`config.mk`:
```
export PLATFORM = sky130hd
export DESIGN_NAME = sincos_arbiter
export DESIGN_NICKNAME = d
export VERILOG_FILES = /design/src/rtl/sincos_arb_pkg.sv /design/src/rtl/sincos_arbiter_rr.sv /design/src/rtl/sincos_arbiter.sv
export SDC_FILE = /design/constraint.sdc
export NUM_CORES = 1
export LEC_CHECK = 0
export CAP_MARGIN = 20
export CORE_AREA = 4 4 102 104
export CTS_CLUSTER_DIAMETER = 120
export DETAILED_ROUTE_END_ITERATION = 10
export DIE_AREA = 0 0 106 108
export GPL_TIMING_DRIVEN = 1
export PLACE_DENSITY = 0.84
export SLEW_MARGIN = 15
export SYNTH_ARGS = -nofsm -noshare
export SYNTH_HDL_FRONTEND = slang
export SYNTH_SLANG_ARGS = --single-unit
```
`constraint.sdc`:
```
create_clock -name clk_i -period 3.5 [get_ports clk_i]
set_input_delay 0.7 -clock clk_i [delete_from_list [all_inputs] [get_ports clk_i]]
set_output_delay 0.7 -clock clk_i [all_outputs]
set_load 0.02 [all_outputs]
```
`src/rtl/sincos_arb_pkg.sv`:
```
// Shared types and helpers for the sincos round-robin front end.
package sincos_arb_pkg;

    // Largest supported requester count and the id width that covers it.
    localparam int MAX_NREQ = 16;
    localparam int MAX_IDW  = 4;

    // Requester phase width: two quadrant bits above the core angle.
    function automatic int pw_of(input int aw);
        return aw + 2;
    endfunction

    // Requester id width, never narrower than one bit.
    function automatic int idw_of(input int nreq);
        return (nreq <= 2) ? 1 : $clog2(nreq);
    endfunction

    // One stage of the in-flight tracking pipeline.
    typedef struct packed {
        logic               valid;
        logic [MAX_IDW-1:0] id;
    } tag_t;

    // Find the first set bit of req, searching upward from ptr and wrapping
    // modulo n. Returns {found, index}.
    function automatic logic [MAX_IDW:0] rotate_first_one(
        input logic [MAX_NREQ-1:0] req,
        input logic [MAX_IDW-1:0]  ptr,
        input int                  n
    );
        logic               found;
        logic [MAX_IDW-1:0] idx;
        int                 j;
        found = 1'b0;
        idx   = '0;
        for (int k = 0; k < MAX_NREQ; k++) begin
            if (k < n) begin
                j = int'(ptr) + k;
                if (j >= n) begin
                    j = j - n;
                end
                if (!found && req[j]) begin
                    found = 1'b1;
                    idx   = j[MAX_IDW-1:0];
                end
            end
        end
        return {found, idx};
    endfunction

endpackage

```
`src/rtl/sincos_arbiter_rr.sv`:
```
// Round-robin arbiter: combinational one-hot grant plus rotating priority pointer.
module rr_arbiter
    import sincos_arb_pkg::*;
#(
    parameter int NREQ = 4,
    parameter int IDW  = idw_of(NREQ)
) (
    input  logic            clk_i,
    input  logic            rst_i,
    input  logic [NREQ-1:0] req_i,
    output logic [NREQ-1:0] grant_o,
    output logic [IDW-1:0]  id_o,
    output logic            accept_o
);

    logic [IDW-1:0]      ptr_reg;
    logic [IDW-1:0]      ptr_next;
    logic [MAX_NREQ-1:0] req_ext;
    logic [MAX_IDW:0]    pick;
    logic [MAX_IDW-1:0]  pick_id;
    logic                accept;

    // Search from the pointer; nothing is granted while reset is held.
    always_comb begin
        req_ext  = MAX_NREQ'(req_i);
        pick     = rotate_first_one(req_ext, MAX_IDW'(ptr_reg), NREQ);
        pick_id  = pick[MAX_IDW-1:0];
        accept   = pick[MAX_IDW] & ~rst_i;
        ptr_next = ptr_reg;
        if (accept) begin
            if (pick_id == MAX_IDW'(NREQ - 1)) begin
                ptr_next = '0;
            end else begin
                ptr_next = pick_id[IDW-1:0] + IDW'(1);
            end
        end
    end

    // Decode the chosen index into a one-hot grant.
    for (genvar gi = 0; gi < NREQ; gi++) begin : g_grant
        assign grant_o[gi] = accept && (pick_id == MAX_IDW'(gi));
    end

    assign id_o     = pick_id[IDW-1:0];
    assign accept_o = accept;

    // Pointer moves just past the last winner; holds when idle.
    always_ff @(posedge clk_i) begin
        if (rst_i) begin
            ptr_reg <= '0;
        end else begin
            ptr_reg <= ptr_next;
        end
    end

endmodule

```
`src/rtl/sincos_arbiter.sv`:
```
// Shares one pipelined sincos core between NREQ requesters and returns
// each result tagged with the requester that issued it.
module sincos_arbiter
    import sincos_arb_pkg::*;
#(
    parameter int NREQ     = 4,
    parameter int DW       = 16,
    parameter int AW       = 14,
    parameter int CORE_LAT = 17,
    localparam int PW      = pw_of(AW),
    localparam int IDW     = idw_of(NREQ)
) (
    input  logic             clk_i,
    input  logic             rst_i,
    input  logic [NREQ-1:0]  req_valid_i,
    input  logic [NREQ*PW-1:0] req_phase_i,
    output logic [NREQ-1:0]  req_ready_o,
    output logic [1:0]       core_quadrant_o,
    output logic [AW-1:0]    core_angle_o,
    input  logic [DW-1:0]    core_sin_i,
    input  logic [DW-1:0]    core_cos_i,
    output logic             res_valid_o,
    output logic [IDW-1:0]   res_id_o,
    output logic [DW-1:0]    res_sin_o,
    output logic [DW-1:0]    res_cos_o
);

    logic [IDW-1:0] grant_id;
    logic           accept;
    logic [PW-1:0]  phase_arr [NREQ];
    logic [PW-1:0]  phase_sel;
    tag_t           tag_reg   [CORE_LAT];
    tag_t           tag_last;

    rr_arbiter #(
        .NREQ (NREQ),
        .IDW  (IDW)
    ) u_arb (
        .clk_i    (clk_i),
        .rst_i    (rst_i),
        .req_i    (req_valid_i),
        .grant_o  (req_ready_o),
        .id_o     (grant_id),
        .accept_o (accept)
    );

    // Unpack the flat phase bus into one word per requester.
    for (genvar gi = 0; gi < NREQ; gi++) begin : g_phase
        assign phase_arr[gi] = req_phase_i[gi*PW +: PW];
    end

    assign phase_sel = phase_arr[grant_id];
    assign tag_last  = tag_reg[CORE_LAT-1];

    // Issue register: only updates on acceptance so the core sees no toggling when idle.
    always_ff @(posedge clk_i) begin
        if (rst_i) begin
            core_quadrant_o <= '0;
            core_angle_o    <= '0;
        end else if (accept) begin
            core_quadrant_o <= phase_sel[PW-1:AW];
            core_angle_o    <= phase_sel[AW-1:0];
        end
    end

    // Tag shift register mirrors the core latency; reset drops everything in flight.
    always_ff @(posedge clk_i) begin
        if (rst_i) begin
            for (int k = 0; k < CORE_LAT; k++) begin
                tag_reg[k] <= '0;
            end
        end else begin
            tag_reg[0].valid <= accept;
            tag_reg[0].id    <= MAX_IDW'(grant_id);
            for (int k = 1; k < CORE_LAT; k++) begin
                tag_reg[k] <= tag_reg[k-1];
            end
        end
    end

    // Output register captures the core result when its tag emerges.
    always_ff @(posedge clk_i) begin
        if (rst_i) begin
            res_valid_o <= 1'b0;
            res_id_o    <= '0;
            res_sin_o   <= '0;
            res_cos_o   <= '0;
        end else if (tag_last.valid) begin
            res_valid_o <= 1'b1;
            res_id_o    <= tag_last.id[IDW-1:0];
            res_sin_o   <= core_sin_i;
            res_cos_o   <= core_cos_i;
        end else begin
            res_valid_o <= 1'b0;
        end
    end

endmodule

```
## Yosys cells after proc, flatten, opt, wreduce, memory -nomap -nowiden

Memories as Yosys holds them, arrays and structs flattened.
Index checks and enable logic that the tools add are counted.

| word-level totals | value |
|---|---|
| flip-flop bits (word level) | 53 |
| memory bits (writable) | 85 |
| output and inout port bits | 55 |
| word-level logic and storage cells | 110 |
| memories | 1 |

| operators by class | value |
|---|---|
| add/subtract/negate cells | 8 |
| order comparisons | 9 |
| eq/ne operators | 3 |
| mux-type cells | 50 |
| bitwise logic cells | 21 |
| reductions and logical operators | 11 |

Memory list:

| name | depth | bits a word | rd ports | clocked after Yosys merged registers in | wr ports | line | source |
|---|---|---|---|---|---|---|---|
| tag_reg | 17 | 5 | 17 | 0 | 17 | sincos_arbiter.sv:32 | `tag_t tag_reg [CORE_LAT];` |

Operators with widths:

| cell | number |
|---|---|
| 32-bit by 6-bit < comparator with 1-bit output (second input constant) | 4 |
| 32-bit two-way mux | 4 |
| 32-bit by 4-bit greater-or-equal comparator with 1-bit output (second input constant) | 3 |
| 32-bit by 4-bit subtractor with 32-bit output (second input constant) | 3 |
| 5-bit two-way mux | 16 |
| 16-bit binary-select mux with 2-bit select | 1 |
| 16-bit two-way mux | 2 |
| 4-bit two-way mux | 5 |
| 1-bit OR | 18 |
| 1-bit two-way mux | 17 |
| 1-bit binary-select mux with 4-bit select | 4 |
| 4-bit by 2-bit equality test with 1-bit output (second input constant) | 2 |
| 1-bit logical AND | 7 |
| 2-bit by 2-bit adder with 3-bit output (second input constant) | 2 |
| 4-bit by 1-bit equality test with 1-bit output (second input constant) | 1 |
| 4-bit zero test | 1 |
| 2-bit by 3-bit subtractor with 4-bit output (second input constant) | 1 |
| 2-bit by 1-bit adder with 3-bit output (second input constant) | 1 |
| 2-bit by 3-bit greater-or-equal comparator with 1-bit output (second input constant) | 1 |
| 3-bit greater-or-equal comparator (second input constant) | 1 |
| 1-bit zero test | 3 |
| 2-bit inverter with 3-bit output | 1 |
| 2-bit by 1-bit adder with 2-bit output (second input constant) | 1 |
| 2-bit two-way mux | 1 |
| other kinds (2) | 2 |

## Logic depth before layout (Yosys ltp)

Gate-level depths: netlist of the first run.

| logic depth | value |
|---|---|
| depth in word-level cells | 19 |
| gate-level depth with buffers | 12 |
| depth with buffers taken out | 9 |

## Cells and area by module

From an unflattened synthesis of the first run, not the netlist that was laid out.

| second synthesis, totals | value |
|---|---|
| cells, all modules | 369 |
| area, all modules | 4180.3 sq um |

Modules (own cells, without submodules):

| module | times used | cells an instance | area each (sq um) | sequential area each (sq um) |
|---|---|---|---|---|
| sincos_arbiter | 1 | 312 | 3634.7 | 2042.0 |
| rr_arbiter | 1 | 57 | 545.5 | 40.0 |

## Worst setup path after synthesis of the first run

No wires, ideal clock.

| timing | value |
|---|---|
| path kind | register to output |
| from | register u_arb.ptr_reg[0] |
| to | output req_ready_o[0] |
| data arrival time | 2.686 ns |
| data required time | 2.800 ns |
| slack | 0.114 ns |
| cell stages (with the launch flop) | 12 |
| cell sequence | dfxtp_1 buf_6 inv_1 ha_1 mux4_1 a21boi_1 nor4b_2 o32a_1 buf_4 buf_4 nand2b_1 nor2_1 |

| between the ends | value |
|---|---|
| cells in the longest elaborated chain, start to end | 17 |

Ends and longest elaborated chain:

| what | line | source |
|---|---|---|
| start, declared | sincos_arbiter_rr.sv:16 | `logic [IDW-1:0] ptr_reg;` |
| start signal, assigned | sincos_arbiter_rr.sv:52 | `ptr_reg <= ptr_next;` |
| parallel branches: the longest is 16 deep, another holds 32-bit by 4-bit subtractor with 32-bit output | n/a |  |
| 1-bit logical AND (*) | sincos_arbiter_rr.sv:41 | `assign grant_o[gi] = accept && (pick_id == MAX_IDW'(gi));` |
| end, declared | sincos_arbiter.sv:17 | `output logic [NREQ-1:0] req_ready_o,` |

Mark *: on every way between the ends. The select of a mux whose other input is x is not followed.

## Final worst setup path of the first run

| timing | value |
|---|---|
| from | input req_valid_i[1] |
| to | output req_ready_o[3] |

| between the ends | value |
|---|---|
| cells in the longest elaborated chain, start to end | 15 |

Ends and longest elaborated chain:

| what | line | source |
|---|---|---|
| start, declared | sincos_arbiter.sv:15 | `input logic [NREQ-1:0] req_valid_i,` |
| 1-bit binary-select mux with 4-bit select | sincos_arb_pkg.sv:42 | `if (!found && req[j]) begin` |
| 1-bit two-way mux (not written as such) (2 in series) | sincos_arb_pkg.sv:42 |  |
| 1-bit two-way mux | sincos_arb_pkg.sv:42 |  |
| 1-bit zero test | sincos_arb_pkg.sv:42 |  |
| 1-bit logical AND | sincos_arb_pkg.sv:42 |  |
| 1-bit two-way mux | sincos_arb_pkg.sv:42 |  |
| 1-bit zero test | sincos_arb_pkg.sv:42 |  |
| 1-bit logical AND | sincos_arb_pkg.sv:42 |  |
| 1-bit two-way mux | sincos_arb_pkg.sv:42 |  |
| 1-bit zero test | sincos_arb_pkg.sv:42 |  |
| 1-bit logical AND | sincos_arb_pkg.sv:42 |  |
| 4-bit two-way mux or 1-bit two-way mux (tied branches) | sincos_arb_pkg.sv:42 |  |
| 4-bit by 2-bit equality test with 1-bit output or 1-bit bitwise AND (tied branches) | sincos_arbiter_rr.sv:41, sincos_arbiter_rr.sv:28 |  |
| 1-bit logical AND (*) | sincos_arbiter_rr.sv:41 |  |

Mark *: on every way between the ends. The rest lies on a longest branch, timed or not. The select of a mux whose other input is x is not followed.

==> metrics.txt, run 1 <==
routed length per instance ~13 microns; cts-stage hold buffer count 0; Non-Filler Instances between 600 and 700; Synth Instances between 300 and 400; Top Ports 157; number of synthesized flops with an enable pin 0; FF+latch count, synth 104; GRT Total Usage 14.78%; max FFs per register between 50 and 60; H-tree Lvls 3; Worst-Margin Slew 0.9995 ns; Worst Path Arrival around 2.6 ns; GP Congestion ~0.80; die height 108 microns; fin worst setup slack 0.1638 ns; Static Leak about 2.3 nW; Synth area leader dfxtp_1; share of cells above drive strength 1 roughly 12%; Post-synth ARST share 0%; top cells by area, synth dfxtp_1 52%, mux2i_1 17%, nor2b_1 8.1%; core area 9549 sq um; max-cap viol count 0; clock-pin slew on the worst setup and hold paths 0.10 ns; vias per cell 4.619; Syn Std Cell Area about 4000 sq um; CP Capture Type primary output; Multi-input gate area between 1500 and 2000 sq um; largest net degree at the start of global routing 88; r2r setup slk about 0.56 ns; initial antenna violation count 0; Die ar. ~11000 sq um; Top FF cell, synth dfxtp_1; via count ~3100; unrepaired setup endpoints after global routing no; Layout Skew between 0.01 and 0.015 ns; pre-CTS setup slack -0.5003 ns; Fmax achieved roughly 0.3 GHz; worst hold path class reg2reg; Power Dens Cells roughly 630 nW/um^2; Critical Path Start Type input pin; Post-route DRC 0; Max VDD drop just under 0.0005 V; final worst-path cycle share roughly 95%; Clk Latency, worst-skew pair between 0.3 and 0.4 ns; Synth top area share about half; Required @ worst endpoint between 2 and 3 ns; status finished clean; CTS root buf clkbuf_8; syn nets approximately 470; Detail Placement HPWL about 6.6 mm; antenna cells 0; Antenna Nets Post-Route 0; CTS tree built; Syn. warnings 0; Clock Path Buffers 2; Crit Path Class in2out; Worst Path Max Fanout 5; Nets ~630; Critical Path Source req_valid_i[1]; number of CTS-inserted buffers 9; Total Wirelength approximately 8.7 mm; sequential standard cell area 2087 sq um; GRT Residual Overflow 0; Seq/Total Area, Yosys 51.76%; Mean Syn Cell Area ~11 sq um; Final Hold Viols 0; RR Startpoint u_arb.ptr_reg[1]$_SDFFE_PP0P_; Rel. slew slack between 30% and 40%; Starting DRT DRC Count a little under 80; reg2reg path depth 12; IO Port Bufs between 150 and 200; Hold Slack approximately 0.43 ns; clock sink count 104; Cells after DPL approximately 650; Setup crit end req_ready_o[3]; Reg-to-Reg End core_angle_o[11]$_SDFFE_PP0P_; number of global-route vias before repair between 3000 and 4000; effective utilization at floorplan a little over two fifths; drt first pass iters 4; die span in x between 100 and 150 microns; count of cell types in the netlist between 40 and 50; first-pass GRT wire length about 14 mm; Tmin final approximately 3.3 ns; P&R area growth vs syn 49.64%; Setup violations, final 0; num rows 36; Slew Viols, Final 0; filler cell count in the final layout approximately 800
## report_power, final
group	internal (W)	leakage (nW)	switching (W)
registers	0.00130	0.845	0.0000604
logic	0.000915	1.38	0.000797
clock network	0.000337	0.0960	0.000384
## through the flow
step | instance area (sq um) | TNS [ns] | util [%] | power [W]
detailed placement | 5752 | -1.975 | 60.23 | 0.003003
global placement | 5752 | -1.761 | 60.23 | 0.002959
finish | 6020 | 0 | 63.04 | 0.003795
floorplan | 4023 | 0 | - | 0.002516
global route | 6020 | 0 | 63.04 | 0.004021
CTS | 5977 | 0 | 62.59 | 0.003779
## layer usage
layer	vias up	global-route usage [%]	part of all wire, %
li1	1550	-	-
met1	1370	17.28	44
met2	141	24.45	44
met3	6	5.851	10
met4	0	5.920	1.1
met5	-	0	0
## how the worst min path moves through the flow
| stage | startpoint | end | slack [ns] | cells after the start |
|---|---|---|---|---|
| floorplan | tag_reg[0][5]$_SDFF_PP0_ | tag_reg[0][10]$_SDFF_PP0_ | 0.41 | 1 |
| CTS | tag_reg[0][66]$_SDFF_PP0_ | tag_reg[0][71]$_SDFF_PP0_ | 0.44 | 1 |
| finish | tag_reg[0][66]$_SDFF_PP0_ | tag_reg[0][71]$_SDFF_PP0_ | 0.43 | 1 |
| detailed placement | tag_reg[0][39]$_SDFF_PP0_ | tag_reg[0][44]$_SDFF_PP0_ | 0.42 | 1 |
| global route | tag_reg[0][66]$_SDFF_PP0_ | tag_reg[0][71]$_SDFF_PP0_ | 0.45 | 1 |
| global placement | tag_reg[0][29]$_SDFF_PP0_ | tag_reg[0][34]$_SDFF_PP0_ | 0.42 | 1 |
## worst max-delay path, stage by stage
cell           delay (ns)
dlygate4sd2_1        0.25
buf_4                0.15
mux4_2               0.48
nor2b_4              0.15
a221o_1              0.34
a22oi_4              0.24
buf_6                0.13
nor2_1               0.04
buf_4                0.15
## cell type report
cell class	count	area share, %
clock buffer	9	2.058
clock inverter	7	1.330
inverter	6	0.3741
sequential	104	34.67
multi-input combinational	229	30.28
timing repair buffer	176	28.52
tap	133	2.765
## kinds of logic (layout without fill, tap and decap cells)
logic type | Yosys count | after routing | share of synthesized area [%]
buf+inv | 29 | 198 | 3.950
mux | 73 | 73 | 19.19
compound gates | 38 | 38 | 8.243
fa+ha+maj | 5 | 5 | 1.555
flops | 104 | 104 | 51.76
xor+xnor | 1 | 1 | 0.2178
simple gates | 112 | 112 | 15.09
## what timing repair did
action | in CTS | in global routing
gates resized for setup | 29 | 8
setup buffers | 3 | 0
setup endpoints to repair | 4 | 4
pin swaps | 6 | 0
## cell usage after synthesis (2+ instances only)
cell,instances
a2bb2oi_1,7
a2bb2oi_2,7
buf_1,2
buf_2,2
buf_4,2
buf_6,3
clkbuf_1,12
dfxtp_1,104
ha_1,5
inv_1,6
mux2i_1,70
mux4_2,2
nand2_1,5
nor2_1,41
nor2b_1,52
nor3_1,3
o21ai_0,2
o21ai_1,12
o221ai_1,2
## layout by cell type, fill, tap and decap left out, types with 3 or more instances in the layout
| cell type | instances |
|---|---|
| mux2i_1 | 70 |
| clkinv_4 | 3 |
| a2bb2oi_1 | 7 |
| o21ai_1 | 12 |
| nand2_1 | 5 |
| buf_4 | 19 |
| nor2_1 | 41 |
| dfxtp_1 | 102 |
| inv_1 | 5 |
| mux4_2 | 3 |
| ha_1 | 4 |
| clkbuf_8 | 9 |
| clkdlybuf4s50_1 | 147 |
| nor2b_1 | 51 |
| a2bb2oi_2 | 7 |
| buf_6 | 3 |
| dlygate4sd2_1 | 3 |
Power figures use the tool's default switching activity.
==> inputs of run 2 (changes only) <==
Settings changed: REMOVE_ABC_BUFFERS from default to 1.
==> run 2 against run 1 <==
- clock-buffer cell count unchanged
- fmax down 0.53%
- wire length up 7.7%
- critical path depth unchanged
- cell area down 0.81%
- sequential share of layout area up 0.28 points
- final cell count unchanged
- largest power group unchanged
==> metrics.txt, run 2 (synthesis results as in run 1) <==
filler cell count in the final layout 758; core area roughly 9500 sq um; max FFs per register 51; num rows 36; Slowest Stage Delay on Critical Path slightly below 0.5 ns; clock sink count between 100 and 150; Critical Path Start Type input pin; cts-stage hold buffer count 0; GP Congestion approximately 0.9; CP Capture Type primary output; CP max-delay cell mux4_2; number of global-route vias before repair 3275; Total Wirelength ~9.4 mm; unrepaired setup endpoints after global routing no; first-pass GRT wire length approximately 15 mm; most common cell after layout, fill and taps aside clkdlybuf4s50_1; effective utilization at floorplan 42.13%; Clock Path Buffers 2; largest net degree at the start of global routing between 80 and 90; antenna cells 0; CTS root buf clkbuf_8; final worst-path cycle share between 90% and 100%; Placement Cell Area approximately 5800 sq um; highest-count cells in the layout ignoring fill and taps 147 x clkdlybuf4s50_1, 102 x dfxtp_1, 70 x mux2i_1, 52 x nor2b_1, 41 x nor2_1; worst hold path class reg2reg; Worst Path Arrival ~2.7 ns; Antenna Nets Post-Route 0; number of CTS-inserted buffers 9; Worst Path Max Fanout 5; r2r setup slk roughly 0.66 ns; Final Instance Area 5971 sq um; Rel. slew slack 30.87%; Required @ worst endpoint ~2.8 ns; post-route setup TNS 0 ns; Nets 634; Layout Skew ~0.013 ns; Setup violations, final 0; max-cap viol count 0; P&R area growth vs syn 48.43%; Max VDD drop about 0.00042 V; Die ar. between 10000 and 15000 sq um; Worst-Margin Slew just over 1 ns; GRT Residual Overflow 0; CTS tree built; Power Dens Cells 623.5 nW/um^2; Top Ports 157; Post-route DRC 0; initial antenna violation count 0; vias per cell 4.750; status finished clean; Slew Viols, Final 0; cell mode on critical path buf_4; via count 3154; cell chain of the critical path dlygate4sd2_1, buf_4, mux4_2, nor2b_4, a221o_1, a22oi_4, buf_6, nor2_1, buf_4; Detail Placement HPWL approximately 7.2 mm; Crit Path Class in2out; H-tree Lvls 3; CP top delay family buffers and inverters; Final Hold Viols 0; IO Port Bufs 156; Clk Latency, worst-skew pair 0.35 ns; crit path buf inv count 4; clock-pin slew on the worst setup and hold paths 0.10 ns; die height 108 microns; share of cells above drive strength 1 a little under an eighth; Starting DRT DRC Count between 60 and 70; drt first pass iters 4; Fmax achieved between 0.2 and 0.3 GHz; Tmin final ~3.4 ns; routed length per instance roughly 14 microns; Static Leak 2.291 nW; die span in x roughly 110 microns; GRT Total Usage 16.39%
[run 2: cell count changes in the layout (fill, tap and decap cells not counted), sizes merged]
cell,before,now
dlymetal6s2s,1,0
bufinv,1,0
clkinvlp,2,3
buf,25,26
dlygate4sd2,3,4
clkinv,3,1
inv,7,8
[run 2: worst reg2reg max path, delay by kind of cell (launching register included)]
family	cells	cell delay, ns
AOI/OAI and AO/OA	4	0.65
buffers and inverters	3	0.62
muxes	2	0.55
DFF	1	0.38
and+or+nand+nor	1	0.28
adders and majority gates	1	0.27
[run 2: final timing paths]
kind / end / startpoint / depth (start not counted)
worst max-delay path: req_ready_o[2] / req_valid_i[1] / 9
worst min-delay path: tag_reg[0][21]$_SDFF_PP0_ / tag_reg[0][16]$_SDFF_PP0_ / 1
worst max register to register: core_angle_o[10]$_SDFFE_PP0P_ / u_arb.ptr_reg[0]$_SDFFE_PP0P_ / 11
worst min register to register: tag_reg[0][21]$_SDFF_PP0_ / tag_reg[0][16]$_SDFF_PP0_ / 1
[run 2: layer usage]
layer	routed length [microns]	vias to the layer above	global-route usage, %
met4	279	0	7.771
met5	0	-	0
met2	4197	158	27.50
met1	3972	1415	18.45
met3	967	21	6.269
li1	-	1560	-
[run 2: final cells by class]
cell class | count | area [sq um] | area share (%)
clock buffers | 9 | 123.9 | 2.075
clock inverters | 6 | 53.80 | 0.9011
inverters | 6 | 22.52 | 0.3772
multi-input cells | 229 | 1797 | 30.09
flip-flops and latches | 104 | 2087 | 34.95
well taps | 133 | 166.4 | 2.787
repair buffers | 177 | 1720 | 28.81
[run 2: metrics by stage]
| stage | hold WS, ns | utilization, % | std cells | total power (W) | setup slack, ns |
|---|---|---|---|---|---|
| 6_report | 0.4337 | 62.53 | 664 | 0.003723 | 0.1460 |
| 3_3_place_gp | 0.4179 | 60.39 | 647 | 0.002978 | -0.4414 |
| 5_1_grt | 0.4382 | 62.53 | 664 | 0.003918 | 0.01091 |
| 3_5_place_dp | 0.4239 | 60.39 | 647 | 0.003029 | -0.5368 |
| 2_1_floorplan | 0.4138 | - | 339 | 0.002424 | -0.8382 |
| 4_1_cts | 0.4392 | 62.30 | 664 | 0.003735 | 0.04614 |
[run 2: repair_timing]
| item | in CTS | in global routing |
|---|---|---|
| pin swaps | 5 | 0 |
| setup endpoints to repair | 4 | 4 |
| setup buffers | 2 | 0 |
| gates cloned | 0 | 0 |
| hold endpoints to repair | 0 | 0 |
| resized for setup | 28 | 4 |
[run 2: report_power, final]
part | internal (W) | switching [W]
logic | 0.000901 | 0.000790
clock network | 0.000266 | 0.000406
registers | 0.00130 | 0.0000565
total | 0.00247 | 0.00125
==> inputs of run 3 (changes only) <==
Settings changed: SKIP_LAST_GASP from default to 1.
==> results of run 3 <==
The final DEF is identical to that of run 2; final timing and power are the same.
